<file path="src/rtl/sequential_multiplier_16b.sv">
// Radix-2 shift-add 16x16 unsigned multiplier, one iteration per clock,
// built around a two-level 16-bit carry-lookahead adder.

module carry_lookahead_adder_16b (
  input  logic [15:0] a,
  input  logic [15:0] b,
  input  logic        c_in,
  output logic [15:0] sum,
  output logic        c_out
);

  logic [15:0] g;
  logic [15:0] p;
  logic [3:0]  gg;
  logic [3:0]  gp;
  logic [4:0]  gc;
  logic [15:0] c;

  always_comb begin
    g = a & b;
    p = a ^ b;
    gg = '0;
    gp = '0;
    for (int unsigned k = 0; k < 4; k++) begin
      gg[k] = g[4*k+3]
            | (p[4*k+3] & g[4*k+2])
            | (p[4*k+3] & p[4*k+2] & g[4*k+1])
            | (p[4*k+3] & p[4*k+2] & p[4*k+1] & g[4*k]);
      gp[k] = &p[4*k +: 4];
    end

    // Group carries are fully expanded so no group waits on its neighbour.
    gc[0] = c_in;
    gc[1] = gg[0] | (gp[0] & c_in);
    gc[2] = gg[1] | (gp[1] & gg[0]) | (gp[1] & gp[0] & c_in);
    gc[3] = gg[2] | (gp[2] & gg[1]) | (gp[2] & gp[1] & gg[0])
          | (gp[2] & gp[1] & gp[0] & c_in);
    gc[4] = gg[3] | (gp[3] & gg[2]) | (gp[3] & gp[2] & gg[1])
          | (gp[3] & gp[2] & gp[1] & gg[0])
          | (gp[3] & gp[2] & gp[1] & gp[0] & c_in);

    c = '0;
    for (int unsigned k = 0; k < 4; k++) begin
      c[4*k] = gc[k];
      for (int unsigned j = 1; j < 4; j++) begin
        c[4*k+j] = g[4*k+j-1] | (p[4*k+j-1] & c[4*k+j-1]);
      end
    end

    sum   = p ^ c;
    c_out = gc[4];
  end

endmodule

module sequential_multiplier_16b (
  input  logic        clk,
  input  logic        clr,
  input  logic        start,
  input  logic [15:0] a,
  input  logic [15:0] b,
  output logic [31:0] product,
  output logic        busy,
  output logic        done
);

  typedef enum logic [1:0] {IDLE, RUN, DONE} state_t;

  state_t      state;
  logic [15:0] m;
  logic [32:0] w;
  logic [4:0]  count;

  logic [15:0] sum;
  logic        c_out;
  logic [32:0] w_next;

  carry_lookahead_adder_16b u_adder (
    .a     (w[31:16]),
    .b     (m),
    .c_in  (1'b0),
    .sum   (sum),
    .c_out (c_out)
  );

  // Add-then-shift folded into one step; w[32] is always zero after a shift,
  // so the no-add branch passing it through is the same as a zero carry.
  always_comb begin
    w_next = '0;
    if (w[0]) begin
      w_next = {1'b0, c_out, sum, w[15:1]};
    end else begin
      w_next = {1'b0, w[32], w[31:16], w[15:1]};
    end
  end

  always_ff @(posedge clk) begin
    if (!clr) begin
      state   <= IDLE;
      m       <= '0;
      w       <= '0;
      count   <= '0;
      product <= '0;
      busy    <= 1'b0;
      done    <= 1'b0;
    end else begin
      case (state)
        IDLE, DONE: begin
          done <= 1'b0;
          if (start) begin
            m     <= a;
            w     <= {17'b0, b};
            count <= '0;
            busy  <= 1'b1;
            state <= RUN;
          end else begin
            busy  <= 1'b0;
            state <= IDLE;
          end
        end
        RUN: begin
          w     <= w_next;
          count <= count + 5'd1;
          if (count == 5'd15) begin
            product <= w_next[31:0];
            busy    <= 1'b0;
            done    <= 1'b1;
            state   <= DONE;
          end
        end
        default: begin
          busy  <= 1'b0;
          done  <= 1'b0;
          state <= IDLE;
        end
      endcase
    end
  end

endmodule

</file>
<file path="config.mk">
export PLATFORM = sky130hd
export DESIGN_NAME = sequential_multiplier_16b
export DESIGN_NICKNAME = d
export VERILOG_FILES = /design/src/rtl/sequential_multiplier_16b.sv
export SDC_FILE = /design/constraint.sdc
export NUM_CORES = 1
export LEC_CHECK = 0
export BUFFER_PORTS_ARGS = -buffer_cell sky130_fd_sc_hd__buf_2
export CORE_UTILIZATION = 40
export CTS_CLUSTER_DIAMETER = 50
export DETAILED_ROUTE_END_ITERATION = 8
export GPL_TIMING_DRIVEN = 0
export SYNTH_ARGS = -nofsm -noshare
export SYNTH_HDL_FRONTEND = slang
export SYNTH_SLANG_ARGS = --single-unit
</file>
<file path="constraint.sdc">
create_clock -name clk -period 4 [get_ports clk]
set_input_delay 0.4 -clock clk [delete_from_list [all_inputs] [get_ports clk]]
set_output_delay 0.4 -clock clk [all_outputs]
set_load 0.02 [all_outputs]
</file>
======== Word-level counts from Yosys, hierarchy flattened ========
Cells that the tools add are included.
operators by class
  $add $sub $neg .......................... 1
  eq/ne operators ......................... 5
  muxes and demuxes ....................... 11
  bitwise gates (word level) .............. 72
  reduce and logical (&&, ||, !) cells .... 10
operators by type and width
  kind                 number
  $pmux 33 s2          1
  $and 1x1->1          40
  $mux 33              1
  $mux 32              1
  $xor 16x16->16       2
  $or 1x1->1           29
  $and 16x16->16       1
  $reduce_and 4->1     3
  $pmux 5 s2           1
  $reduce_and 2->1     4
  $add 5x1->5 const B  1
  $eq 5x4->1 const B   1
  $mux 5               1
  $ne 2x2->1 const B   2
  $pmux 2 s2           1
  $mux 1               3
  $eq 2x1->1 const B   1
  $eq 2x2->1 const B   1
  $logic_not 2->1      1
  $mux 2               1
  $pmux 1 s2           1
  $reduce_bool 2->1    1
  $reduce_or 2->1      1
word-level totals
  flip-flop bits (word level) ............. 90
  input bits .............................. 35
  output and inout port bits .............. 34
  word-level logic and storage cells ...... 106

======== Depth between registers and ports, before layout ========
  depth after elaboration ................. 17
  depth in mapped cells ................... 12

======== By module ========
A second synthesis with hierarchy kept.
second synthesis, totals
  cells, all modules ...................... 442
  area total of the unflattened synthesis .. 4050.1 um^2
by module, submodules not included
  module                     times used  cells each  area an instance (um^2)
  sequential_multiplier_16b  1           369         3359.5
  carry_lookahead_adder_16b  1           73          690.7

======== Worst setup path before layout ========
Ideal clock, no wire load.
  path type ............................... flip-flop to flip-flop
  start ................................... reg w[19]
  end ..................................... reg product[29]
  arrival time ............................ 2.872 ns
  data required time ...................... 3.884 ns
  path slack .............................. 1.012 ns
  cell stages (with the launch flop) ...... 13
  cells stage by stage .................... dfxtp_1 ha_1 nand2_1 o21a_1 o21ai_0 a21oi_1 fa_1 fa_1 inv_1 fa_1 mux2i_1 nand2_1 o211a_1
between the ends
  longest elaborated chain between the ends .. 13
RTL lines
  item                                       line        source
  from (decl)                                71          logic [32:0] w;
  from (signal assigned)                     112         w <= {17'b0, b};
  from (signal assigned)                     122         w <= w_next;
  $xor 16x16->16                             21          p = a ^ b;
  $and 1x1->1, on equally long branches      26, 27, 28
  $or 1x1->1, or another cell as far along   26          | (p[4*k+3] & g[4*k+2])
  $or 1x1->1 or $and 1x1->1 (tied branches)  27, 28
  $or 1x1->1 *                               28          | (p[4*k+3] & p[4*k+2] & p[4*k+1] & g[4*k]);
  $and 1x1->1 *                              36          gc[3] = gg[2] | (gp[2] & gg[1]) | (gp[2] & gp[1] & gg[0])
  $or 1x1->1 *                               36
  $and 1x1->1 *                              46          c[4*k+j] = g[4*k+j-1] | (p[4*k+j-1] & c[4*k+j-1]);
  $or 1x1->1 *                               46
  $and 1x1->1 *                              46
  $or 1x1->1 *                               46
  $xor 16x16->16 *                           50          sum = p ^ c;
  $mux 32 *                                  90          if (w[0]) begin
  to (signal assigned)                       125         product <= w_next[31:0];
  to (decl)                                  62          output logic [31:0] product,
Every way passes the cells marked *; elsewhere a longest branch is shown, timed or not.
A chain may end at the register's enable or synchronous reset.

======== Worst setup path in the final report ========
Ends and elaborated chain as after synthesis.

==> key figures <==
Status
  • Outcome: completed

Clock network
  • Clk sinks: 89
  • Hold bufs inserted after CTS: 0
  • Post-CTS Setup Inserts: 0
  • Clk root buf: clkbuf_8
  • H-tree depth: 3
  • CTS resizes: 0
  • CTS tree: built
  • CTS Buf Count: 9
  • Clock latency on the worst-skew pair: 0.36 ns
  • Clk buf depth: 2
  • Clock-pin transition on the worst setup and hold timing paths: 0.09 ns

Route
  • Antenna Nets Post-Route: 0
  • Per-cell routed wire length: 14.2 um
  • DRC violations left: 0
  • Pre-Repair DR Iteration Count: 4
  • Routed vias: ~3400
  • Vias per inst: about 5
  • Initial DRC count: 130
  • Drt total wl: between 9 and 10 mm

Place
  • Port buffer count: between 60 and 70
  • Dpl cell area: ~4600 um2
  • Final GP Congestion: a little over 0.8
  • Dpl hpwl: 7.21 mm

Die
  • # rows: 36
  • # IOs: 69
  • Die Height: 104 um
  • Starting Density: roughly two fifths
  • Die area: between 10000 and 15000 um2
  • Die Width: between 100 and 150 um
  • Core Area: 9910 um2

Cells and area
  • Nets: 611
  • Ant. Diodes: 0
  • Share of cells above drive strength 1: approximately a fifth
  • Core Util, Final: around 49%
  • Fin area: between 4000 and 5000 um2
  • Layout Area Growth over Synthesis: 16.7%

Yosys
  • Synth Cell Area: about 4100 um2
  • Netlist cell types: 42
  • Top cells by area, synth: dfxtp_1 43%, nand2_1 11%, a21boi_0 7.6%
  • Cells after Synth: about 470
  • Flops & latches, synth: roughly 90
  • Mean Syn Cell Area: roughly 8.8 um2
  • Post-Syn Nets: 532
  • Synth area leader: dfxtp_1
  • Post-synth top area share: 43.0%
  • Post-synth EDFFs: 0
  • Ys flop type: dfxtp_1
  • Register area share after synthesis: roughly 43%
  • Post-synth ARST share: 0%
  • Ys Warns: 0

Worst setup path
  • Worst R2R Path Depth: 12
  • Worst-path fanout max: 3
  • CP peak stage delay: approximately 0.45 ns
  • Slowest cell on crit path: fa_1
  • Setup crit start kind: register
  • Critical Path Most Common Cell: fa_1
  • Worst Path Required: between 4 and 5 ns
  • Worst reg2reg setup slack: roughly 0.56 ns
  • WP data arrival: between 3 and 4 ns
  • Reg2reg end: product[29]$_SDFFE_PN0P_
  • Crit path cell chain: ha_1 > nand2_1 > o21a_1 > o21ai_0 > a21oi_1 > fa_1 > fa_1 > inv_1 > fa_1 > mux2i_1 > nand2_1 > o211a_1
  • Crit Reg-Reg Startpoint: w[19]$_SDFFE_PN0P_
  • Crit Path Category: reg2reg
  • Crit end category: register

STA
  • RSZ-0062 raised after global routing: false
  • Fin. Hold Viols: 0
  • Min cycle time layout: approximately 3.4 ns
  • Max-slew violation count: 0
  • Worst hold slack: ~0.29 ns
  • Final setup viols: 0
  • Clock skew: between 0.01 and 0.015 ns
  • Fin crit share: a little under nine tenths
  • Slew headroom: a little over half
  • Sum of negative setup slack: 0 ns
  • Max Clk Rate: a little under 300 MHz
  • Worst Tran Pin Value: ~0.70 ns

Global route
  • Global-route usage over all layers: roughly a fifth
  • Vias in the first global route: between 3000 and 4000
  • First-pass GRT wire length: about 17 mm
  • Largest net degree at the start of global routing: 15
  • Antenna violations before repair: 0
  • Grt ovf: 0

Power and ir drop
  • Leak: between 0.002 and 0.0025 uW
  • Maximum vdd drop: about 0.16 mV
  • Pwr Total: about 1700 uW
  • PwrDens: between 300 and 400 nW/um2

Flow run
  • MaxCap Viol Count: 0

Worst hold path
  • HP Start: a[10]
  • Hold path cells: 3
  • Worst Hold Path EP: m[10]$_SDFFE_PN0P_
  • Min-delay worst type: in2reg
[worst max-delay path, delay by kind of cell (launching register included)]
kind,cells,cell delay [ns]
AND/OR/NAND/NOR,2,0.14
buffers and inverters,1,0.09
adder cells (fa/ha/maj),4,1.60
AO/OA/AOI/OAI,4,0.94
multiplexers,1,0.22
flip-flops,1,0.34
[cell type report]
| cell class | count | area [um2] |
|---|---|---|
| Sequential cell | 89 | 1780 |
| Timing Repair Buffer | 68 | 340 |
| Clock inverter | 6 | 58.8 |
| Inverter | 23 | 86.3 |
| Clock buffer | 10 | 128 |
| Fill cell | 998 | 5080 |
| Tap cell | 133 | 166 |
| Multi-Input combinational cell | 326 | 2110 |
| Buffer | 30 | 163 |
[routing by layer]
metal  GRT usage (%)  routed length [um]
met3            3.40                 396
met5               0                   0
met4            7.14                 197
met1            25.6                4660
met2            32.2                4500
[layout by cell type (no fill, tap or decap), drive strengths merged, types with 11 or more instances in the layout]
cell type	n
nand2	122
dfxtp	89
buf	89
a21boi	46
o21ai	38
inv	23
clkbuf	19
ha	18
a22oi	15
and2	12
fa	11
[synth_stat cells (all sizes together), types with 8 or more instances]
cell type and n:
inv 23, a21oi 8, and2 12, fa 11, nor2 8, ha 18, o21ai 38, nand2 122
buf 21, clkbuf 9, dfxtp 89, a22oi 15, a21boi 46
[how the worst max path moves through the flow]
stage                       start                       end  slack, ns  depth (start not counted)
2_1_floorplan  w[19]$_SDFFE_PN0P_  product[29]$_SDFFE_PN0P_       1.01                         12
3_3_place_gp   w[19]$_SDFFE_PN0P_  product[25]$_SDFFE_PN0P_       0.63                         12
3_5_place_dp   w[19]$_SDFFE_PN0P_  product[29]$_SDFFE_PN0P_       0.57                         12
4_1_cts        w[19]$_SDFFE_PN0P_  product[29]$_SDFFE_PN0P_       0.55                         12
5_1_grt        w[19]$_SDFFE_PN0P_  product[29]$_SDFFE_PN0P_       0.32                         12
6_report       w[19]$_SDFFE_PN0P_  product[29]$_SDFFE_PN0P_       0.56                         12
[power by group]
part | internal (uW) | switching (uW) | total (uW) | leakage, uW
clock network | 286 | 324 | 611 | 0.0000998
logic | 68.6 | 102 | 170 | 0.00123
registers | 913 | 22.3 | 935 | 0.000723
total | 1270 | 448 | 1720 | 0.00205
[sequential cells by signal (all words and copies together), names as in the netlist]
register / flops
busy: 1
count: 5
done: 1
m: 16
product: 32
state: 2
w: 32
[cell families after synthesis]
| group | synth area share (%) |
|---|---|
| AOI/OAI and AO/OA | 21.1 |
| xor gates and xnor gates | 0.846 |
| adders and majority gates | 10.8 |
| buffers and inverters | 6.01 |
| DFF | 43.0 |
| muxes | 1.57 |
| and+or+nand+nor | 16.7 |
[metrics by stage]
stage | setup slack, ns | cells
2_1_floorplan | 1.01 | 468
3_3_place_gp | 0.631 | 669
3_5_place_dp | 0.570 | 669
4_1_cts | 0.545 | 685
5_1_grt | 0.316 | 685
6_report | 0.561 | 685
No activity file was read; power rests on OpenSTA's default activity.
